`src/rtl/tcdm_req_buffer.sv`:
```
// rtl/tcdm_req_buffer.sv - elastic request buffer with outstanding-limit and drain control for one TCDM port
module tcdm_req_buffer #(
    parameter int ADDR_WIDTH = 32,
    parameter int DATA_WIDTH = 32,
    parameter int DEPTH      = 2,
    parameter int MAX_OUTST  = 4
) (
    input  logic                    clk_i,
    input  logic                    rst_i,
    input  logic                    clear_i,
    output logic                    clear_done_o,
    output logic                    busy_o,
    output logic                    err_o,
    input  logic                    s_req_i,
    input  logic [ADDR_WIDTH-1:0]   s_add_i,
    input  logic                    s_wen_i,
    input  logic [DATA_WIDTH-1:0]   s_wdata_i,
    input  logic [DATA_WIDTH/8-1:0] s_be_i,
    output logic                    s_gnt_o,
    output logic                    s_r_valid_o,
    output logic [DATA_WIDTH-1:0]   s_r_rdata_o,
    output logic                    m_req_o,
    output logic [ADDR_WIDTH-1:0]   m_add_o,
    output logic                    m_wen_o,
    output logic [DATA_WIDTH-1:0]   m_wdata_o,
    output logic [DATA_WIDTH/8-1:0] m_be_o,
    input  logic                    m_gnt_i,
    input  logic                    m_r_valid_i,
    input  logic [DATA_WIDTH-1:0]   m_r_rdata_i
);

    localparam int BE_WIDTH = DATA_WIDTH / 8;
    localparam int PTR_W    = (DEPTH > 1) ? $clog2(DEPTH) : 1;
    localparam int OUT_W    = $clog2(MAX_OUTST + 1);

    typedef enum logic [1:0] {
        ST_RUN   = 2'd0,
        ST_DRAIN = 2'd1,
        ST_DONE  = 2'd2
    } state_t;

    state_t state_q, state_d;

    logic [ADDR_WIDTH-1:0] add_mem   [DEPTH];
    logic                  wen_mem   [DEPTH];
    logic [DATA_WIDTH-1:0] wdata_mem [DEPTH];
    logic [BE_WIDTH-1:0]   be_mem    [DEPTH];

    // Pointers carry one extra wrap bit so full and empty are distinguishable.
    logic [PTR_W:0]        wr_ptr_q, rd_ptr_q;
    logic [OUT_W-1:0]      outst_q;

    logic full, empty, outst_max, push, pop, drained;

    assign empty     = (wr_ptr_q == rd_ptr_q);
    assign full      = (wr_ptr_q[PTR_W] != rd_ptr_q[PTR_W]) &&
                       (wr_ptr_q[PTR_W-1:0] == rd_ptr_q[PTR_W-1:0]);
    assign outst_max = (outst_q == OUT_W'(MAX_OUTST));

    // Handshakes depend only on registered state; rst_i forces both quiet while held.
    assign m_req_o = !rst_i && !empty && !outst_max;
    assign push    = s_req_i && s_gnt_o;
    assign pop     = m_req_o && m_gnt_i;
    assign drained = empty && (outst_q == '0) && !s_r_valid_o;

    assign m_add_o   = add_mem[rd_ptr_q[PTR_W-1:0]];
    assign m_wen_o   = wen_mem[rd_ptr_q[PTR_W-1:0]];
    assign m_wdata_o = wdata_mem[rd_ptr_q[PTR_W-1:0]];
    assign m_be_o    = be_mem[rd_ptr_q[PTR_W-1:0]];

    assign busy_o = !empty || (outst_q != '0) || s_r_valid_o;

    // Request storage; cleared on reset so the head outputs read zero while idle after reset.
    always_ff @(posedge clk_i) begin
        if (rst_i) begin
            for (int i = 0; i < DEPTH; i++) begin
                add_mem[i]   <= '0;
                wen_mem[i]   <= 1'b0;
                wdata_mem[i] <= '0;
                be_mem[i]    <= '0;
            end
        end else if (push) begin
            add_mem[wr_ptr_q[PTR_W-1:0]]   <= s_add_i;
            wen_mem[wr_ptr_q[PTR_W-1:0]]   <= s_wen_i;
            wdata_mem[wr_ptr_q[PTR_W-1:0]] <= s_wdata_i;
            be_mem[wr_ptr_q[PTR_W-1:0]]    <= s_be_i;
        end
    end

    // FIFO pointers advance independently, so a simultaneous push and pop keeps the count.
    always_ff @(posedge clk_i) begin
        if (rst_i) begin
            wr_ptr_q <= '0;
            rd_ptr_q <= '0;
        end else begin
            if (push) begin
                wr_ptr_q <= wr_ptr_q + 1'b1;
            end
            if (pop) begin
                rd_ptr_q <= rd_ptr_q + 1'b1;
            end
        end
    end

    // Outstanding counter; a response with nothing outstanding latches the sticky error.
    always_ff @(posedge clk_i) begin
        if (rst_i) begin
            outst_q <= '0;
            err_o   <= 1'b0;
        end else begin
            case ({pop, m_r_valid_i})
                2'b10: outst_q <= outst_q + OUT_W'(1);
                2'b01: begin
                    if (outst_q == '0) begin
                        err_o <= 1'b1;
                    end else begin
                        outst_q <= outst_q - OUT_W'(1);
                    end
                end
                default: outst_q <= outst_q;
            endcase
        end
    end

    // Response path is a plain one-cycle register; read data holds while valid is low.
    always_ff @(posedge clk_i) begin
        if (rst_i) begin
            s_r_valid_o <= 1'b0;
            s_r_rdata_o <= '0;
        end else begin
            s_r_valid_o <= m_r_valid_i;
            if (m_r_valid_i) begin
                s_r_rdata_o <= m_r_rdata_i;
            end
        end
    end

    // Drain/clear state register.
    always_ff @(posedge clk_i) begin
        if (rst_i) begin
            state_q <= ST_RUN;
        end else begin
            state_q <= state_d;
        end
    end

    // Drain/clear next state, upstream grant and completion pulse.
    always_comb begin
        state_d      = state_q;
        s_gnt_o      = 1'b0;
        clear_done_o = 1'b0;
        case (state_q)
            ST_RUN: begin
                s_gnt_o = !rst_i && !full;
                if (clear_i) begin
                    state_d = ST_DRAIN;
                end
            end
            ST_DRAIN: begin
                if (drained) begin
                    state_d = ST_DONE;
                end
            end
            ST_DONE: begin
                clear_done_o = 1'b1;
                state_d      = ST_RUN;
            end
            default: state_d = ST_RUN;
        endcase
    end

endmodule

```
`config.mk`:
```
export PLATFORM = sky130hd
export DESIGN_NAME = tcdm_req_buffer
export DESIGN_NICKNAME = d
export VERILOG_FILES = /design/src/rtl/tcdm_req_buffer.sv
export SDC_FILE = /design/constraint.sdc
export NUM_CORES = 1
export LEC_CHECK = 0
export ABC_AREA = 1
export CAP_MARGIN = 20
export CORE_ASPECT_RATIO = 0.5
export CORE_MARGIN = 1.5
export CORE_UTILIZATION = 43
export DETAILED_ROUTE_END_ITERATION = 7
export PLACE_DENSITY = 0.76
export SLEW_MARGIN = 10
export SYNTH_ARGS = -nofsm -noshare
export SYNTH_HDL_FRONTEND = slang
export SYNTH_SLANG_ARGS = --single-unit
```
`constraint.sdc`:
```
create_clock -name clk_i -period 2.9 [get_ports clk_i]
set_clock_uncertainty 0.05 [all_clocks]
set_input_delay 0.435 -clock clk_i [delete_from_list [all_inputs] [get_ports clk_i]]
set_output_delay 0.435 -clock clk_i [all_outputs]
set_load 0.02 [all_outputs]
```
# Word-level counts from Yosys, hierarchy flattened
# Memories as Yosys holds them, arrays and structs flattened. A register that Yosys moved wholly into a read port is not among the register bits.
# Cells that the tools add are included.
# word_totals
ff_bits	43
ramBits	138
inputBits	107
out_inout_bits	107
elab_cells	84
mem_count	4
# memory_table
memory	words	width	read_ports	rd_ports_with_merged_regs	wr	line_no	rtl
add_mem	2	32	1	1	2	44	logic [ADDR_WIDTH-1:0] add_mem [DEPTH];
wdata_mem	2	32	1	1	2	46	logic [DATA_WIDTH-1:0] wdata_mem [DEPTH];
be_mem	2	4	1	1	2	47	logic [BE_WIDTH-1:0] be_mem [DEPTH];
wen_mem	2	1	1	1	2	45	logic wen_mem [DEPTH];
# op_classes
addsub	4
eq_ne	11
muxes	32
n_reduce_logical	26
# op_table
op	n
32-bit 2-to-1 mux	2
32-bit OR reduction	2
1-bit 2-to-1 mux	24
1-bit logical AND	8
2-bit != test (second input constant)	3
3-bit case mux with 2 select lines	1
2-bit AND reduction	3
1-bit logical NOT	5
2-bit by 1-bit adder with 2-bit output (second input constant)	2
2-bit by 1-bit equality test with 1-bit output (second input constant)	2
2-bit equality test (second input constant)	2
2-bit 2-to-1 mux	2
4-bit 2-to-1 mux	1
2-bit case mux with 2 select lines	1
4-bit OR reduction	1
3-bit by 1-bit adder with 3-bit output (second input constant)	1
3-bit equality test (second input constant)	1
3-bit logical NOT	1
3-bit 2-to-1 mux	1
3-bit nonzero test	1
3-bit by 1-bit subtractor with 3-bit output (second input constant)	1
2-bit equality test	1
2-bit logical NOT	1
1-bit logical OR	2
4 further kinds	4

# Longest topological paths before layout
# Gate-level depths: netlist of the first run.
# logic_depth
ltp_word	11
depth_mapped	13

# Least setup slack after synthesis of the first run
# Ideal clock, no wire load.
# synth_path
kind	in2reg
from	in rst_i
to	mem add_mem[0][0] (enable)
t_arrival_ns	3.033
slack_ns	-0.613
cell_stages	8
path_buffers	1
cell_sequence	inv_1 -> nand2_1 -> a31oi_1 -> nand2_1 -> inv_1 -> nand2_2 -> buf_6 -> nand2_1
# synth_lines
item	line_no	rtl
start, declared	9	input logic rst_i,
end, declared	44	

==> results of run 1 <==
## state kept, by name (all words and copies together), names as in the netlist, 2 cells and up, named ones only
signal / count
state_q: 2
s_r_rdata_o: 32
rd_ptr_q: 2
wdata_mem: 64
wen_mem: 2
outst_q: 3
add_mem: 64
be_mem: 8
wr_ptr_q: 2
## worst min path at each step
stage | depth (start not counted) | startpoint | slack [ps] | end
finish | 1 | err_o$_SDFFE_PP0P_ | 430 | err_o$_SDFFE_PP0P_
CTS | 1 | err_o$_SDFFE_PP0P_ | 440 | err_o$_SDFFE_PP0P_
global placement | 1 | err_o$_SDFFE_PP0P_ | 410 | err_o$_SDFFE_PP0P_
detailed placement | 1 | err_o$_SDFFE_PP0P_ | 420 | err_o$_SDFFE_PP0P_
floorplan | 2 | state_q[0]$_SDFFE_PP0P_ | 420 | state_q[1]$_SDFFE_PP0P_
global route | 1 | err_o$_SDFFE_PP0P_ | 480 | err_o$_SDFFE_PP0P_
## metal layers
layer	track usage	routed length (microns)
met5	0	0
met4	0.0527	213
met3	0.0631	971
met2	0.357	8890
met1	0.201	6580
## critical path: cells and delay by family, from the launching register on
family,cells,cell delay [ps]
flops,1,340
mux,1,390
buf+inv,2,860
## power by group through the flow
stage	sequential, mW	clock [mW]	combinational [mW]
floorplan	3.16	0	0.574
global placement	3.11	0	1.15
detailed placement	3.13	0	1.16
CTS	3.07	2.30	1.17
global route	3.09	2.41	1.25
finish	3.07	2.25	1.16
## synthesized netlist by cell type, drive strengths merged
cell type	number	share of area
fa	1	0.0027
clkbuf	12	0.0060
o21a	2	0.0020
a21oi	7	0.0046
or3	1	0.00083
nand3	6	0.0040
nor2	215	0.11
nand4	1	0.00083
and2	1	0.00083
mux2	69	0.10
o21ai	36	0.024
buf	21	0.023
dfxtp	44	0.12
clkinv	1	0.00050
inv	83	0.041
nand2	21	0.011
a31oi	1	0.00083
edfxtp	138	0.55
## stage by stage
step	util	power, mW
2_1_floorplan	-	3.73
3_3_place_gp	0.589	4.27
3_5_place_dp	0.589	4.29
4_1_cts	0.623	6.55
5_1_grt	0.623	6.75
6_report	0.623	6.48
## final cells by class
class	count	area share
tap	227	0.0272
sequential	182	0.481
clock buffer	19	0.0433
inverter	84	0.0302
multi-input combinational	361	0.190
clock inverter	13	0.0120
timing repair buffer	222	0.217
## layout by cell type (no fill, tap or decap), types with 5 or more instances in the layout
| cell | Yosys | layout |
|---|---|---|
| sky130_fd_sc_hd__nor2_1 | 215 | 215 |
| sky130_fd_sc_hd__clkdlybuf4s50_1 | 0 | 213 |
| sky130_fd_sc_hd__edfxtp_1 | 138 | 138 |
| sky130_fd_sc_hd__inv_1 | 83 | 83 |
| sky130_fd_sc_hd__mux2_2 | 69 | 69 |
| sky130_fd_sc_hd__dfxtp_1 | 44 | 43 |
| sky130_fd_sc_hd__o21ai_0 | 36 | 36 |
| sky130_fd_sc_hd__nand2_1 | 18 | 17 |
| sky130_fd_sc_hd__clkbuf_16 | 0 | 17 |
| sky130_fd_sc_hd__a21oi_1 | 7 | 7 |
| sky130_fd_sc_hd__nand3_1 | 6 | 6 |
| sky130_fd_sc_hd__inv_6 | 0 | 5 |
| sky130_fd_sc_hd__inv_8 | 0 | 5 |
| sky130_fd_sc_hd__buf_12 | 0 | 5 |
## logic make-up after synthesis
kind of cell             share of synthesized area
multiplexers                                 0.103
buffers and inverters                       0.0711
AO/OA/AOI/OAI                               0.0314
adder cells (fa/ha/maj)                    0.00266
AND/OR/NAND/NOR                              0.125
flip-flops                                   0.667
==> impl_summary.log, run 1 <==
INFO  metric io_pins = 214
INFO  metric final_layout_size_suffix_gt1_frac = 0.131
INFO  metric reg2reg_to = outst_q[2]$_SDFFE_PP0P_
INFO  metric multi_input_comb_area = 0.00198 sq mm
INFO  metric cts-htree-levels = 4
INFO  metric netSwitchingFraction = 0.265
INFO  metric die-width = 190 microns
INFO  metric final_cell_count_no_fill = 1108
INFO  metric finalSetupTns = 0 ps
INFO  metric power.switching = 1.72 mW
INFO  metric clock_latency = 420 ps
INFO  metric postLayoutSetupSlackWorst = 322 ps
INFO  metric final-seq-area = 0.00503 sq mm
INFO  metric n_fill_cell = 1338
INFO  metric grt.total_usage = 0.190
INFO  metric slowest_stage = sky130_fd_sc_hd__clkdlybuf4s50_1
INFO  metric vias = 5245
INFO  metric cts_repair_resize_count = 0
INFO  metric antenna_found_initial = 0
INFO  metric cellLeakagePower = 4.29 nW
INFO  metric synth_cell_type_count = 22
INFO  metric period_needed = 2580 ps
INFO  metric synthesis.yosys.warnings = 0
INFO  metric power_frac_clock = 0.347
INFO  metric gp_routability_congestion = 0.775
INFO  metric p_int = 4.76 mW
INFO  metric antenna_cells_inserted = 0
INFO  metric grt_setup_unrepaired = no
INFO  metric fin_area = 0.0104 sq mm
INFO  metric synthesized_area_per_cell = 11.4 sq um
INFO  metric post_synth_inst_count = 660
INFO  metric buffer_ports.inserted = 213
INFO  metric whs = 430 ps
INFO  metric syn2layout_area_growth = 38.7%
INFO  metric max_freq = 0.388 GHz
INFO  metric synth_area = 0.00754 sq mm
INFO  metric dpl.cell_count = 1076
INFO  metric combinationalPowerShare = 0.179
INFO  metric grt_overflow_total = 0
INFO  metric die_area = 0.0184 sq mm
INFO  metric cpPeakStageDelay = 550 ps
INFO  metric r2r_slack = 760 ps
INFO  metric ctsHoldBuffers = 0
INFO  metric critical_path.reg2reg.startpoint = wr_ptr_q[0]$_SDFFE_PP0N_
INFO  metric first_global_vias = 5671
INFO  metric final_hold_viol_count = 0
INFO  metric setup_viol_count_final = 0
INFO  metric cts_tree = built
INFO  metric power-per-cell-area = 620 mW/mm^2
INFO  metric seq_power_share = 0.474
INFO  metric start_util = 0.450
INFO  metric synth-seq-area-share = 0.667
INFO  metric dieHeight = 96.6 microns
INFO  metric rows = 33
INFO  metric cp-start-kind = register
INFO  metric drt_drc_violations_left = 0
INFO  metric timing.final.max_slew_violations = 0
INFO  metric arrival_time_at_the_worst_endpoint = 2090 ps
INFO  metric crit_type = register to output port
INFO  metric status = completed
INFO  metric via_to_cell_ratio = 4.73
INFO  metric worst_ir_drop_vdd = 403 uV
INFO  metric worst_setup_path_end_kind = output port
INFO  metric grt_first_pass_wirelength = 27400 microns
INFO  metric iteration_count_of_the_initial_detailed_routing_pass = 4
INFO  metric syn_nets = 768
INFO  metric critical_path_peak_fanout = 69
INFO  metric final_net_count = 976
INFO  metric detailedPlacementHpwl = 10800 microns
INFO  metric cell_chain_critical_path = buf_12 > mux2_2 > clkdlybuf4s50_1
INFO  metric grt_start_max_net_pins = 72
INFO  metric detailedRoute.firstIterationViolations = 229
INFO  metric clk_pin_slew = 70 ps
INFO  metric core_area = 0.0168 sq mm
INFO  metric period_share = 0.889
INFO  metric worst_slew_margin_rel = 0.484
INFO  metric max-clock-path-buffers = 2
INFO  metric postSynthRegisterBits = 182
INFO  metric finalWirelength = 16700 microns
INFO  metric postCtsSetupRepairBufs = 0
INFO  metric cts.sink_count = 182
INFO  metric worst-slew-pin-transition = 775 ps
INFO  metric r2r.worst_path.cells = 13
INFO  metric route.detailed.wl_per_inst = 15.0 microns
INFO  metric hp_class = register to register
INFO  metric antenna_left = 0
INFO  metric standard_cell_area_after_detailed_placement = 0.00987 sq mm
INFO  metric post-place-ws = 380 ps
INFO  metric cp-endpoint = m_wdata_o[29]
INFO  metric cap_viol_max_count = 0
INFO  metric clockRootBuffer = sky130_fd_sc_hd__clkbuf_16
INFO  metric clock_buffer_count_from_cts = 17
INFO  metric crit_required = 2410 ps
Power figures use the tool's default switching activity.
==> run 2, diff against run 1 <==
- CORE_UTILIZATION: 43 -> 52
- DONT_BUFFER_PORTS: not set -> 1
- PLACE_DENSITY: 0.76 -> 0.67
- clock period: 2.9 -> 2.6 ns (I/O delays scaled with it)
==> impl_summary.log, run 2 (synthesis gave the netlist of run 1 again) <==
INFO  metric clk_pin_slew = 70 ps
INFO  metric hp_class = input pin to register
INFO  metric netSwitchingFraction = 0.251
INFO  metric syn2layout_area_growth = 11.0%
INFO  metric cap_viol_max_count = 0
INFO  metric detailedPlacementHpwl = 8970 microns
INFO  metric arrival_time_at_the_worst_endpoint = 1680 ps
INFO  metric worst_setup_path_end_kind = output port
INFO  metric grt_start_max_net_pins = 70
INFO  metric vias = 4415
INFO  metric critical_path_peak_fanout = 25
INFO  metric start_util = 0.544
INFO  metric hold_end = s_r_rdata_o[18]$_SDFFE_PP0P_
INFO  metric grt_first_pass_wirelength = 22000 microns
INFO  metric fin_area = 0.00836 sq mm
INFO  metric grtUsageMet2 = 0.336
INFO  metric reg2reg_to = wdata_mem[0][15]$_SDFFCE_PN0P_
INFO  metric most_common_library_cell_in_the_layout_ignoring_fill_and_taps = sky130_fd_sc_hd__nor2_1
INFO  metric detailedRoute.firstIterationViolations = 249
INFO  metric critical_path.reg2reg.startpoint = wr_ptr_q[0]$_SDFFE_PP0N_
INFO  metric period_needed = 2120 ps
INFO  metric final_hold_viol_count = 0
INFO  metric r2r_slack = 570 ps
INFO  metric r2r.worst_path.cells = 9
INFO  metric combinationalPowerShare = 0.107
INFO  metric finalWirelength = 14200 microns
INFO  metric p_int = 5.22 mW
INFO  metric grt.total_usage = 0.189
INFO  metric core_area = 0.0139 sq mm
INFO  metric final_cell_mix = sky130_fd_sc_hd__nor2_1, sky130_fd_sc_hd__edfxtp_1, sky130_fd_sc_hd__inv_1
INFO  metric clock_latency = 410 ps
INFO  metric cts.sink_count = 182
INFO  metric cellLeakagePower = 3.52 nW
INFO  metric buffer_ports.inserted = 0
INFO  metric gr-max-usage-layer = met2
INFO  metric cell_chain_critical_path = buf_12 > mux2_2
INFO  metric crit_required = 2160 ps
INFO  metric die-width = 173 microns
INFO  metric path_delay_family = flip-flops
INFO  metric timing.final.max_slew_violations = 0
INFO  metric clockRootBuffer = sky130_fd_sc_hd__clkbuf_16
INFO  metric period_share = 0.814
INFO  metric dieHeight = 88.1 microns
INFO  metric route.detailed.wl_per_inst = 16.5 microns
INFO  metric reg.largest.list = add_mem x64, wdata_mem x64, s_r_rdata_o x32
INFO  metric postCtsSetupRepairBufs = 0
INFO  metric crit_type = register to output port
INFO  metric power_frac_clock = 0.393
INFO  metric via_to_cell_ratio = 5.11
INFO  metric rows = 30
INFO  metric finalSetupTns = 0 ps
INFO  metric drt_drc_violations_left = 0
INFO  metric final_net_count = 767
INFO  metric worst_slew_margin_rel = 0.452
INFO  metric seq_power_share = 0.500
INFO  metric max-clock-path-buffers = 2
INFO  metric worst-slew-pin-transition = 823 ps
INFO  metric clock_buffer_count_from_cts = 17
INFO  metric grt_overflow_total = 0
INFO  metric cpPeakStageDelay = 570 ps
INFO  metric path_buf_inv = 1
INFO  metric whs = 57.6 ps
INFO  metric cp-start-kind = register
INFO  metric use_met1 = 0.227
INFO  metric grtUsageMet3 = 0.0569
INFO  metric io_pins = 214
INFO  metric antenna_left = 0
INFO  metric power.switching = 1.75 mW
INFO  metric gp_routability_congestion = 0.711
INFO  metric standard_cell_area_after_detailed_placement = 0.00771 sq mm
INFO  metric die_area = 0.0153 sq mm
INFO  metric n_fill_cell = 1124
INFO  metric antenna_found_initial = 0
INFO  metric slowest_stage = sky130_fd_sc_hd__dfxtp_4
INFO  metric first_global_vias = 4392
INFO  metric power-per-cell-area = 834 mW/mm^2
INFO  metric grt_setup_unrepaired = no
INFO  metric min_delay_path_depth = 2
INFO  metric iteration_count_of_the_initial_detailed_routing_pass = 4
INFO  metric max_freq = 0.473 GHz
INFO  metric cts_tree = built
INFO  metric worst_ir_drop_vdd = 437 uV
INFO  metric status = completed
INFO  metric final_layout_size_suffix_gt1_frac = 0.173
INFO  metric cts-htree-levels = 4
INFO  metric hp_start = m_r_rdata_i[18]
INFO  metric setup_viol_count_final = 0
INFO  metric antenna_cells_inserted = 0
-- run 2: cell types whose count changed in the layout (fill, tap and decap cells not counted), sizes merged --
cell,before,now
bufinv,0,2
dlygate4sd3,0,1
clkbuf,19,23
clkinv,3,2
buf,9,12
clkinvlp,1,0
clkdlybuf4s50,213,0
inv,93,89
-- run 2: what timing repair did --
| action | in CTS | in global routing |
|---|---|---|
| gates resized for setup | 0 | 0 |
| hold buffers | 1 | 0 |
| hold endpoints to repair | 2 | 0 |
| endpoints found under the setup margin | 0 | 0 |
-- run 2: worst max-delay path by stage --
stage | from | to | cells past startpoint
5_1_grt | wr_ptr_q[0]$_SDFFE_PP0N_ | add_mem[1][9]$_SDFFCE_PN0P_ | 9
3_5_place_dp | wr_ptr_q[0]$_SDFFE_PP0N_ | add_mem[0][23]$_SDFFCE_PN0P_ | 9
6_report | register | m_add_o[31] | 2
2_1_floorplan | rst_i | add_mem[0][0]$_SDFFCE_PN0P_ | 8
4_1_cts | register | m_be_o[1] | 2
3_3_place_gp | wr_ptr_q[0]$_SDFFE_PP0N_ | add_mem[1][9]$_SDFFCE_PN0P_ | 9
-- run 2: area by class of cell --
cell class	count	area [sq um]	share of cell area
Clock inverter	9	119	0.0142
Tap cell	192	240	0.0287
Sequential cell	182	5030	0.601
Timing Repair Buffer	13	150	0.0180
Inverter	84	315	0.0377
Multi-Input combinational cell	361	1990	0.238
Clock buffer	23	522	0.0624
-- run 2: per-layer routing --
layer	wire, microns	vias to the layer above	part of all wire
met5	0	-	0
met4	123	0	0.0087
met3	835	15	0.059
met2	7160	134	0.50
met1	6100	2115	0.43
li1	-	2151	-
-- run 2: worst reg2reg max path, stage by stage (launching register included) --
cell and delay (ps):
sky130_fd_sc_hd__dfxtp_1 330, sky130_fd_sc_hd__inv_1 100, sky130_fd_sc_hd__nand2_1 60, sky130_fd_sc_hd__nand2_1 80, sky130_fd_sc_hd__a31oi_1 100, sky130_fd_sc_hd__nand2_1 90, sky130_fd_sc_hd__inv_1 70, sky130_fd_sc_hd__nand2_2 80
sky130_fd_sc_hd__buf_4 580, sky130_fd_sc_hd__nor2_1 200
-- run 2: power by group through the flow --
stage | Sequential [mW] | Clock, mW | Combinational (mW)
2_1_floorplan | 3.52 | 0 | 0.643
3_3_place_gp | 3.54 | 0 | 0.746
3_5_place_dp | 3.55 | 0 | 0.761
4_1_cts | 3.49 | 2.79 | 0.765
5_1_grt | 3.51 | 2.91 | 0.825
6_report | 3.48 | 2.74 | 0.749
-- run 2: through the flow --
step           total power, mW  utilization  std cells  setup WS, ps
2_1_floorplan             4.16            -        660           172
5_1_grt                   7.24        0.604        864           298
3_5_place_dp              4.31        0.557        831           553
6_report                  6.98        0.604        864           484
3_3_place_gp              4.29        0.557        831           617
4_1_cts                   7.05        0.604        864           451
